File: src/rtl/pyc_rr_stream_arbiter.sv
// Purpose : N-to-1 round-robin arbiter for ready/valid packet streams; packets are never interleaved.
// Latency : one arbitration cycle per packet, then a beat accepted at edge t is on out_* from cycle t+1.
// Backpress: in_ready of the granted requester follows output-slot availability; in_ready never depends on in_valid.
//
// Ports:
//   clk, rst                 clock, synchronous active-high reset
//   in_valid/in_ready        per-requester handshake (N bits each)
//   in_data                  requester i at bits [i*WIDTH +: WIDTH]
//   in_last                  per-requester end-of-packet
//   out_valid/out_ready      output handshake (out_valid registered)
//   out_data/out_last/out_src registered output beat, its end-of-packet flag and source index
module pyc_rr_stream_arbiter #(
    parameter int WIDTH = 8,
    parameter int N     = 4,
    localparam int SW   = (N > 1) ? $clog2(N) : 1
) (
    input  logic               clk,
    input  logic               rst,
    input  logic [N-1:0]       in_valid,
    output logic [N-1:0]       in_ready,
    input  logic [N*WIDTH-1:0] in_data,
    input  logic [N-1:0]       in_last,
    output logic               out_valid,
    input  logic               out_ready,
    output logic [WIDTH-1:0]   out_data,
    output logic               out_last,
    output logic [SW-1:0]      out_src
);

    if (N < 1 || WIDTH < 1) begin : g_bad_param
        $error("ERROR: pyc_rr_stream_arbiter needs N>=1 and WIDTH>=1");
    end

    typedef enum logic {IDLE, BUSY} state_t;

    state_t           state_q, state_d;
    logic [SW-1:0]    grant_q, grant_d;
    logic [SW-1:0]    ptr_q, ptr_d;
    logic             out_valid_q, out_valid_d;
    logic [WIDTH-1:0] out_data_q, out_data_d;
    logic             out_last_q, out_last_d;
    logic [SW-1:0]    out_src_q, out_src_d;

    logic             slot_free;
    logic             sel_valid;
    logic [WIDTH-1:0] sel_data;
    logic             sel_last;
    logic             accept;
    logic             found;
    logic [SW-1:0]    pick;

    always_comb begin
        // Output register can take a new beat when empty or being drained this cycle.
        slot_free = ~out_valid_q | out_ready;

        sel_valid = 1'b0;
        sel_data  = '0;
        sel_last  = 1'b0;
        for (int i = 0; i < N; i++) begin
            if (grant_q == SW'(i)) begin
                sel_valid = in_valid[i];
                sel_data  = in_data[i*WIDTH +: WIDTH];
                sel_last  = in_last[i];
            end
        end

        for (int i = 0; i < N; i++) begin
            in_ready[i] = (state_q == BUSY) && (grant_q == SW'(i)) && slot_free;
        end

        accept = (state_q == BUSY) && slot_free && sel_valid;

        // Rotating priority: first pass covers ptr..N-1, second pass wraps to 0..ptr-1.
        found = 1'b0;
        pick  = '0;
        for (int i = 0; i < N; i++) begin
            if (!found && in_valid[i] && (SW'(i) >= ptr_q)) begin
                found = 1'b1;
                pick  = SW'(i);
            end
        end
        for (int i = 0; i < N; i++) begin
            if (!found && in_valid[i]) begin
                found = 1'b1;
                pick  = SW'(i);
            end
        end

        state_d     = state_q;
        grant_d     = grant_q;
        ptr_d       = ptr_q;
        out_valid_d = out_valid_q;
        out_data_d  = out_data_q;
        out_last_d  = out_last_q;
        out_src_d   = out_src_q;

        case (state_q)
            IDLE: begin
                if (found) begin
                    grant_d = pick;
                    state_d = BUSY;
                end
            end
            BUSY: begin
                if (accept && sel_last) begin
                    state_d = IDLE;
                    ptr_d   = (grant_q == SW'(N - 1)) ? '0 : grant_q + SW'(1);
                end
            end
            default: state_d = IDLE;
        endcase

        if (accept) begin
            out_valid_d = 1'b1;
            out_data_d  = sel_data;
            out_last_d  = sel_last;
            out_src_d   = grant_q;
        end else if (out_ready) begin
            out_valid_d = 1'b0;
        end
    end

    always_ff @(posedge clk) begin
        if (rst) begin
            state_q     <= IDLE;
            grant_q     <= '0;
            ptr_q       <= '0;
            out_valid_q <= 1'b0;
            out_data_q  <= '0;
            out_last_q  <= 1'b0;
            out_src_q   <= '0;
        end else begin
            state_q     <= state_d;
            grant_q     <= grant_d;
            ptr_q       <= ptr_d;
            out_valid_q <= out_valid_d;
            out_data_q  <= out_data_d;
            out_last_q  <= out_last_d;
            out_src_q   <= out_src_d;
        end
    end

    assign out_valid = out_valid_q;
    assign out_data  = out_data_q;
    assign out_last  = out_last_q;
    assign out_src   = out_src_q;

endmodule

File: config.mk
export PLATFORM = sky130hd
export DESIGN_NAME = pyc_rr_stream_arbiter
export DESIGN_NICKNAME = d
export VERILOG_FILES = /design/src/rtl/pyc_rr_stream_arbiter.sv
export SDC_FILE = /design/constraint.sdc
export NUM_CORES = 1
export LEC_CHECK = 0
export ABC_AREA = 1
export CAP_MARGIN = 0
export CORE_ASPECT_RATIO = 0.75
export CORE_MARGIN = 4
export CORE_UTILIZATION = 30
export DETAILED_ROUTE_END_ITERATION = 16
export PLACE_DENSITY = 0.67
export SYNTH_ARGS = -nofsm -noshare
export SYNTH_HDL_FRONTEND = slang
export SYNTH_SLANG_ARGS = --single-unit
File: constraint.sdc
create_clock -name clk -period 1.58 [get_ports clk]
set_clock_uncertainty 0.1 [all_clocks]
set_input_delay 0.316 -clock clk [delete_from_list [all_inputs] [get_ports clk]]
set_output_delay 0.316 -clock clk [all_outputs]
set_load 0.01 [all_outputs]
Word level (Yosys, flattened, before mapping)
Index checks and enable logic that the tools add are counted.
{"block": "totals", "regBits": 17, "output_inout_bits": 16}
{"block": "op_classes", "n_addsub": 1, "magnitude_cmp": 4, "eq_ne": 3, "mux": 33, "bitwise": 3, "n_reduce_logical": 33}
{"cell": "2-to-1 mux 8 bit", "n": 4}
{"cell": "logical AND 1 bit", "n": 22}
{"cell": "2-to-1 mux 1 bit", "n": 21}
{"cell": "2-to-1 mux 2 bit", "n": 7}
{"cell": "logical NOT 1 bit", "n": 7}
{"cell": "== test 2 bit (second input constant)", "n": 2}
{"cell": ">= comparator 1 x 2 -> 1 bit (first input constant)", "n": 2}
{"cell": ">= comparator 2 bit (first input constant)", "n": 2}
{"cell": "AND reduction 2 bit", "n": 2}
{"cell": "adder 2 x 1 -> 2 bit (second input constant)", "n": 1}
{"cell": "== test 2 x 1 -> 1 bit (second input constant)", "n": 1}
{"cell": "logical NOT 2 bit", "n": 1}
{"cell": "inverter 1 bit", "n": 2}
{"cell": "one-hot mux 1 bit (2 select lines)", "n": 1}
{"cell": "nonzero test 2 bit", "n": 1}
{"cell": "OR 1 bit", "n": 1}

Depth between registers and ports, before layout
Gate-level depths: netlist of the first run.
{"block": "depth", "word_depth": 29, "mapped_depth": 11}

Worst setup path after synthesis of the first run
Ideal clock, no wire load.
{"block": "synth_timing", "path_kind": "register to register", "start": "register grant_q[0]", "end": "register out_last_q (netlist: out_last)", "setup_time_ns": 0.070, "arrival_ns": 1.376, "slack_ns": 0.034, "stages_incl_launch_ff": 10, "n_path_buf": 2, "synth_period_minus_slack_ns": 1.546, "cell_sequence": "dfxtp_1 > inv_1 > ha_1 > buf_4 > a21oi_4 > nand2_1 > nand2_2 > buf_6 > nand2_1 > a21oi_1"}
{"block": "synth_between", "elab_chain_len": 6, "elab_cells_between_ends": 13, "classes_between": "eq/ne (3); mux (8); reduce/logical (2)"}
{"item": "start, declared", "line_no": "37", "text": "logic [SW-1:0] grant_q, grant_d;"}
{"item": "start signal, assigned", "line_no": "134", "text": "grant_q <= grant_d;"}
{"item": "logical NOT 2 bit", "line_no": "60", "text": "if (grant_q == SW'(i)) begin"}
{"item": "2-to-1 mux 1 bit (4 in series)", "line_no": "60"}
{"item": "logical AND 1 bit", "line_no": "71", "text": "accept = (state_q == BUSY) && slot_free && sel_valid;"}
{"item": "end signal, assigned", "line_no": "138", "text": "out_last_q <= out_last_d;"}
{"item": "end, declared", "line_no": "41", "text": "logic out_last_q, out_last_d;"}
Several ways; a longest one is shown, not always the timed one.
A chain may end at the register's enable or synchronous reset.

Worst setup path after layout of the first run
{"block": "layout_timing", "start": "register grant_q[1]", "end": "register out_data_q[5] (netlist: out_data[5])"}
{"block": "layout_between", "elab_chain_len": 6, "elab_cells_between_ends": 13, "classes_between": "eq/ne (3); mux (8); reduce/logical (2)"}
{"item": "logical NOT 2 bit", "line_no": "60"}
{"item": "2-to-1 mux 1 bit (4 in series)", "line_no": "60"}
{"item": "logical AND 1 bit", "line_no": "71"}
{"item": "end signal, assigned", "line_no": "137", "text": "out_data_q <= out_data_d;"}
{"item": "end, declared", "line_no": "40", "text": "logic [WIDTH-1:0] out_data_q, out_data_d;"}
Several ways; a longest one is shown, not always the timed one.

==> flow_summary.yaml, run 1 <==
run_status:
  run_status: "finished, violations left"
  violations: "negative setup slack"
yosys:
  synthesis.nets: 235
  synthDistinctLibCells: 22
  synthCells: 188
  ys.warnings.count: 0
  avg_inst_size_synth_um2: 6.29
  synth_sequential_area_ratio: 0.288
  register_bit_count_reported_by_yosys: 17
  netlist_area_um2: 1180
worst_setup_path:
  cp_max_fo: 7
  critical_path_class: "reg2reg"
  type_of_origin_of_the_critical_path: "flip-flop"
  r2r_cell_count: 9
  timing.rr.end: "out_data[5]$_SDFFE_PP0P_"
  worst_ep_arrival_time_ns: 1.73
  setup.reg_to_reg.worst_slack_ns: -0.11
  regToRegStartpoint: "grant_q[1]$_SDFFE_PP0P_"
  worst_setup_path_end_kind: "flip-flop"
  critical_path_required_ns: 1.62
global_routing:
  grt_pass1_wl_mm: 7.29
  grt_overflow: 0
  grt_max_degree: 20
  antenna_found_initial: 0
  track_usage: 0.180
  via_count_of_the_first_global_routing_pass: 1481
layout:
  layout.cells.most_common: "sky130_fd_sc_hd__nand2_1"
  drive_gt1_frac: 0.365
  insertedDiodeCount: 0
  layout.area.seq_um2: 348
  commonest_cells_after_routing_fill_and_taps_aside: "sky130_fd_sc_hd__nand2_1, sky130_fd_sc_hd__clkdlybuf4s50_1, sky130_fd_sc_hd__nor2_1"
  layout.filler_cells: 342
  finish.net_count: 325
  multi_input_area_um2: 975
  layout_overhead_on_the_synthesized_area_pct: 106
route:
  vias: 1517
  postRouteWirelength_mm: 4.58
  initialDrtViolationCount: 71
  post_route_drc_violation_count: 0
  route.detailed.wl_per_inst_um: 13.9
  drt_first_pass_iters: 4
  vias_per_cell: 4.61
  ant_nets: 0
timing:
  final_min_period_over_clock_period: 1.07
  finalMaxSlewViolations: 0
  maxClockFrequency_mhz: 593
  finalWorstSetupSlack_ns: -0.106
  finalCriticalPeriod_ns: 1.69
  timing.max_slew.rel_slack: 0.850
  rsz0062_at_grt: "true"
  setup-violations-final: 16
  fin_setup_tns_ns: -0.981
  worst_pin_slew_ns: 0.224
  finalHoldViolCount: 0
floorplan:
  die_height_um: 62.4
  dieArea_um2: 5020
  standard_cell_rows: 19
  chipWidth_um: 80.5
  io-pin-count: 59
  initial_utilization: 0.317
  core_area_um2: 3730
clock_tree:
  hold_fix_buffers_at_cts: 0
  clock_insertion_delay_worst_skew_ns: 0.25
  num_cts_buffers: 3
  path_clk_slew_ns: 0.07
  cts_tree: "yes"
  cts.htree.levels: 1
  bufs_on_longest_clock_path: 2
  cts_root_buf: "sky130_fd_sc_hd__clkbuf_8"
  cts.sinks: 17
placement:
  total_half_perimeter_wirelength_after_legalization_and_detailed_placement_mm: 2.99
  place_congestion: 0.787
  io_buffers: 58
  place_ws_ns: -0.531
power_and_ir_drop:
  finalPower_mw: 1.92
  p_leak_nw: 1.22
  vdd_ir_drop_max_mv: 0.562
  power_density_nw_per_um2: 789
worst_hold_path:
  whs_path_depth: 2
  hold_start: "out_last$_SDFFE_PP0P_"
  worstHoldPathType: "reg2reg"
  min_to: "out_last$_SDFFE_PP0P_"
job:
  cap_viol_max_count: 0
[metal layers]
layer,up-vias,part of all wire,GRT usage
met3,4,0.079,0.0331
met4,0,0.0074,0.0359
met5,-,0,0
met2,61,0.45,0.284
li1,784,-,-
met1,668,0.46,0.256
[state kept, by name, indices dropped and copies added (netlist names)]
| name | cells |
|---|---|
| ptr_q | 2 |
| state_q | 1 |
| out_src | 2 |
| grant_q | 2 |
| out_last | 1 |
| out_valid | 1 |
| out_data | 8 |
[report_power, final]
part	switching (mW)	leakage (nW)	internal (mW)
logic	0.513	1.05	0.544
clock network	0.140	0.0228	0.179
registers	0.0555	0.141	0.490
[layout make-up]
| cell class | instances | area share |
|---|---|---|
| Tap cell | 52 | 0.0267 |
| Sequential cell | 17 | 0.143 |
| Multi-Input combinational cell | 150 | 0.401 |
| Clock buffer | 4 | 0.0185 |
| Timing Repair Buffer | 91 | 0.384 |
| Inverter | 15 | 0.0272 |
[Yosys cell counts]
cell                       instances  area (um^2)
sky130_fd_sc_hd__buf_6             3         33.8
sky130_fd_sc_hd__a21oi_4           2         32.5
sky130_fd_sc_hd__nand2_2           2         12.5
sky130_fd_sc_hd__nand2_1          52          195
sky130_fd_sc_hd__ha_1              4         50.1
sky130_fd_sc_hd__a21oi_1          16         80.1
sky130_fd_sc_hd__nand3_1           4         20.0
sky130_fd_sc_hd__nor2_1           36          135
sky130_fd_sc_hd__inv_1            15         56.3
sky130_fd_sc_hd__nand4_1           1         6.26
sky130_fd_sc_hd__buf_2             2         10.0
sky130_fd_sc_hd__nand3_2           1         10.0
sky130_fd_sc_hd__clkbuf_1          1         3.75
sky130_fd_sc_hd__o211ai_2          1         12.5
sky130_fd_sc_hd__nor2_8            1         20.0
sky130_fd_sc_hd__o21ai_2           1         8.76
sky130_fd_sc_hd__o21a_1            1         7.51
sky130_fd_sc_hd__buf_4             2         15.0
sky130_fd_sc_hd__o21ai_1           5         25.0
sky130_fd_sc_hd__nand3b_1          1         7.51
sky130_fd_sc_hd__dfxtp_1          17          340
sky130_fd_sc_hd__o21ai_0          20          100
[stage by stage]
stage | util | hold slack, ns | instance area, um^2 | instances
floorplan | - | 0.285 | 1180 | 188
global placement | 0.529 | 0.364 | 1970 | 311
detailed placement | 0.529 | 0.360 | 1970 | 311
CTS | 0.624 | 0.371 | 2330 | 327
global route | 0.652 | 0.397 | 2430 | 329
finish | 0.652 | 0.385 | 2430 | 329
[how the worst max path moves through the flow]
| stage | end | depth (start not counted) | startpoint | slack, ns |
|---|---|---|---|---|
| 2_1_floorplan | out_last$_SDFFE_PP0P_ | 9 | grant_q[0]$_SDFFE_PP0P_ | 0.03 |
| 3_3_place_gp | in_ready[3] | 6 | out_ready | -0.54 |
| 3_5_place_dp | in_ready[0] | 6 | out_ready | -0.53 |
| 4_1_cts | state_q$_SDFF_PP0_ | 11 | grant_q[1]$_SDFFE_PP0P_ | -0.06 |
| 5_1_grt | state_q$_SDFF_PP0_ | 11 | grant_q[1]$_SDFFE_PP0P_ | -0.19 |
| 6_report | out_data[5]$_SDFFE_PP0P_ | 9 | grant_q[1]$_SDFFE_PP0P_ | -0.11 |
[timing repair]
| action | 4_1_cts | 5_1_grt |
|---|---|---|
| buffers inserted | 9 | 3 |
| gates cloned | 3 | 0 |
| setup endpoints to repair | 21 | 29 |
| gates resized for setup | 87 | 40 |
| pin swaps | 29 | 14 |
[critical path, cell delays in order, from the launching register on]
cell	delay [ns]
sky130_fd_sc_hd__dfxtp_4	0.37
sky130_fd_sc_hd__buf_6	0.12
sky130_fd_sc_hd__ha_4	0.15
sky130_fd_sc_hd__buf_6	0.13
sky130_fd_sc_hd__a21oi_4	0.19
sky130_fd_sc_hd__a21oi_4	0.08
sky130_fd_sc_hd__buf_6	0.13
sky130_fd_sc_hd__buf_12	0.13
sky130_fd_sc_hd__o21ai_2	0.11
sky130_fd_sc_hd__nor2_1	0.05
[logic make-up after synthesis]
logic type,Yosys count,share of synthesized area
AO/OA/AOI/OAI,46,0.225
adder cells (fa/ha/maj),4,0.0423
buffers and inverters,23,0.101
flip-flops,17,0.288
AND/OR/NAND/NOR,98,0.344
Power figures use the tool's default switching activity.
==> run 2: changes to the inputs <==
Settings changed: ABC_AREA 1 to default, CTS_CLUSTER_SIZE from default to 24, PLACE_DENSITY 0.67 to 0.68.
==> flow_summary.yaml, run 2 <==
global_routing:
  track_usage: 0.175
  antenna_found_initial: 0
  grt_overflow: 0
  via_count_of_the_first_global_routing_pass: 1469
  grt_pass1_wl_mm: 6.62
  grt_max_degree: 12
worst_setup_path:
  cell_by_cell_trace_of_the_critical_path: "inv_4 -> ha_4 -> nand3b_1 -> a221o_1 -> a211oi_4 -> mux2_4"
  critical_path.top_delay_family: "compound AO/OA/AOI/OAI gates"
  type_of_origin_of_the_critical_path: "flip-flop"
  crit_path_top_delay_cell: "sky130_fd_sc_hd__dfxtp_4"
  worst_ep_arrival_time_ns: 2.01
  cp_max_fo: 6
  critical_path_class: "reg2reg"
  worst-path-buf-inv: 1
  worst_setup_path_end_kind: "flip-flop"
  critPathMaxStageDelay_ns: 0.39
  critical_path_required_ns: 1.62
timing:
  timing.max_slew.rel_slack: 0.795
  maxClockFrequency_mhz: 508
  fin_setup_tns_ns: -5.44
  finalMaxSlewViolations: 0
  setup-violations-final: 19
  finalWorstSetupSlack_ns: -0.390
  final_min_period_over_clock_period: 1.25
  hold-worst-slack_ns: 0.379
  finalCriticalPeriod_ns: 1.97
  rsz0062_at_grt: "true"
  worst_pin_slew_ns: 0.308
  finalHoldViolCount: 0
clock_tree:
  path_clk_slew_ns: 0.07
  cts.htree.levels: 1
  num_cts_buffers: 3
  cts_tree: "yes"
  clock_insertion_delay_worst_skew_ns: 0.25
  cts_root_buf: "sky130_fd_sc_hd__clkbuf_8"
  bufs_on_longest_clock_path: 2
  cts.sinks: 17
  hold_fix_buffers_at_cts: 0
floorplan:
  initial_utilization: 0.313
  die_height_um: 61.6
  chipWidth_um: 79.4
  io-pin-count: 59
  standard_cell_rows: 19
  dieArea_um2: 4890
  core_area_um2: 3660
yosys:
  post-synth-top-count-cell: "sky130_fd_sc_hd__dfxtp_1"
  synth.cells.most_frequent: "sky130_fd_sc_hd__dfxtp_1, sky130_fd_sc_hd__a21oi_1, sky130_fd_sc_hd__inv_1"
  asyncSetResetFlopFracSynth: 0
  avg_inst_size_synth_um2: 8.14
  synth_largest_type_area_fraction: 0.297
  synth-edff-count: 0
  register_bit_count_reported_by_yosys: 17
  netlist_top_cells_area: "sky130_fd_sc_hd__dfxtp_1, sky130_fd_sc_hd__a21oi_1, sky130_fd_sc_hd__a221oi_1"
  synthDistinctLibCells: 37
  synth_sequential_area_ratio: 0.297
  netlist_area_um2: 1150
  yosys.area.top_type: "sky130_fd_sc_hd__dfxtp_1"
  dominantRegCellSynth: "sky130_fd_sc_hd__dfxtp_1"
  synthCells: 141
  ys.warnings.count: 0
  synthesis.nets: 188
placement:
  io_buffers: 58
  place.detailed.instances: 272
  dpl_cell_area_um2: 2020
  total_half_perimeter_wirelength_after_legalization_and_detailed_placement_mm: 3.24
  place_ws_ns: -0.566
  place_congestion: 0.836
run_status:
  run_status: "finished, violations left"
  violations: "negative setup slack"
layout:
  instances_no_fill: 280
  layout_overhead_on_the_synthesized_area_pct: 96.4
  largest_reg_flops: 8
  commonest_cells_after_routing_fill_and_taps_aside: "sky130_fd_sc_hd__clkdlybuf4s50_1, sky130_fd_sc_hd__buf_4, sky130_fd_sc_hd__a21oi_1, sky130_fd_sc_hd__dfxtp_1, sky130_fd_sc_hd__inv_1"
  insertedDiodeCount: 0
  final_area_um2: 2250
  utilization: 0.616
  drive_gt1_frac: 0.316
  finish.net_count: 276
  layout.cells.most_common: "sky130_fd_sc_hd__clkdlybuf4s50_1"
job:
  cap_viol_max_count: 0
route:
  initialDrtViolationCount: 75
  vias_per_cell: 5.12
  post_route_drc_violation_count: 0
  postRouteWirelength_mm: 4.12
  vias: 1433
  ant_nets: 0
  route.detailed.wl_per_inst_um: 14.7
  drt_first_pass_iters: 4
power_and_ir_drop:
  vdd_ir_drop_max_mv: 0.386
  p_clk_frac: 0.164
  share_seq_of_total_power: 0.281
  switchingPower_mw: 0.696
  power_density_nw_per_um2: 890
  share_comb_of_total_power: 0.555
  switching_share: 0.347
  finalPower_mw: 2.00
  power_report.internal_total_mw: 1.31
  p_leak_nw: 0.986
worst_hold_path:
  worstHoldPathType: "reg2reg"
-- run 2: cells by family (layout without fill, tap and decap cells) --
| family | after synthesis | after routing | synth area share |
|---|---|---|---|
| buffers and inverters | 25 | 112 | 0.0850 |
| flip-flops | 17 | 17 | 0.297 |
| AND/OR/NAND/NOR | 38 | 38 | 0.181 |
| adder cells (fa/ha/maj) | 4 | 4 | 0.0436 |
| multiplexers | 2 | 2 | 0.0218 |
| AO/OA/AOI/OAI | 55 | 55 | 0.372 |
-- run 2: cell type report --
cell class | count | area, um^2
sequential | 17 | 348
multi-input combinational | 99 | 845
tap | 52 | 65.1
timing repair buffer | 93 | 888
inverter | 15 | 61.3
clock inverter | 1 | 5.00
clock buffer | 3 | 41.3
fill | 327 | 1410
-- run 2: repair_timing --
action | 4_1_cts | 5_1_grt
pin swaps | 9 | 1
resized for setup | 30 | 21
setup buffers | 2 | 2
endpoints found under the setup margin | 21 | 26
cloned | 0 | 0
-- run 2: final timing paths --
check                           from  cells past startpoint                      end  slack (ns)
max          grant_q[1]$_SDFFE_PP0P_                      6    ptr_q[0]$_SDFFE_PP0P_       -0.39
min          out_src[1]$_SDFFE_PP0P_                      2  out_src[1]$_SDFFE_PP0P_        0.38
min reg2reg  out_src[1]$_SDFFE_PP0P_                      2  out_src[1]$_SDFFE_PP0P_        0.38
max reg2reg  grant_q[1]$_SDFFE_PP0P_                      6    ptr_q[0]$_SDFFE_PP0P_       -0.39
-- run 2: power groups by stage --
stage | Clock [mW] | Sequential [mW] | Combinational, mW
floorplan | 0 | 0.572 | 0.485
global placement | 0 | 0.563 | 0.966
detailed placement | 0 | 0.565 | 0.977
CTS | 0.335 | 0.560 | 1.06
global route | 0.350 | 0.573 | 1.21
finish | 0.328 | 0.564 | 1.11
-- run 2: per-layer routing --
metal	GRT usage	part of all wire
met5	0	0
met4	0.0662	0.014
met3	0.0249	0.062
met2	0.297	0.48
met1	0.231	0.45
-- run 2: worst register-to-register path, cell delays in order, from the launching register on --
cell                       delay [ns]
sky130_fd_sc_hd__dfxtp_4         0.39
sky130_fd_sc_hd__inv_4           0.06
sky130_fd_sc_hd__ha_4            0.17
sky130_fd_sc_hd__nand3b_1        0.15
sky130_fd_sc_hd__a221o_1         0.36
sky130_fd_sc_hd__a211oi_4        0.31
sky130_fd_sc_hd__mux2_4          0.33
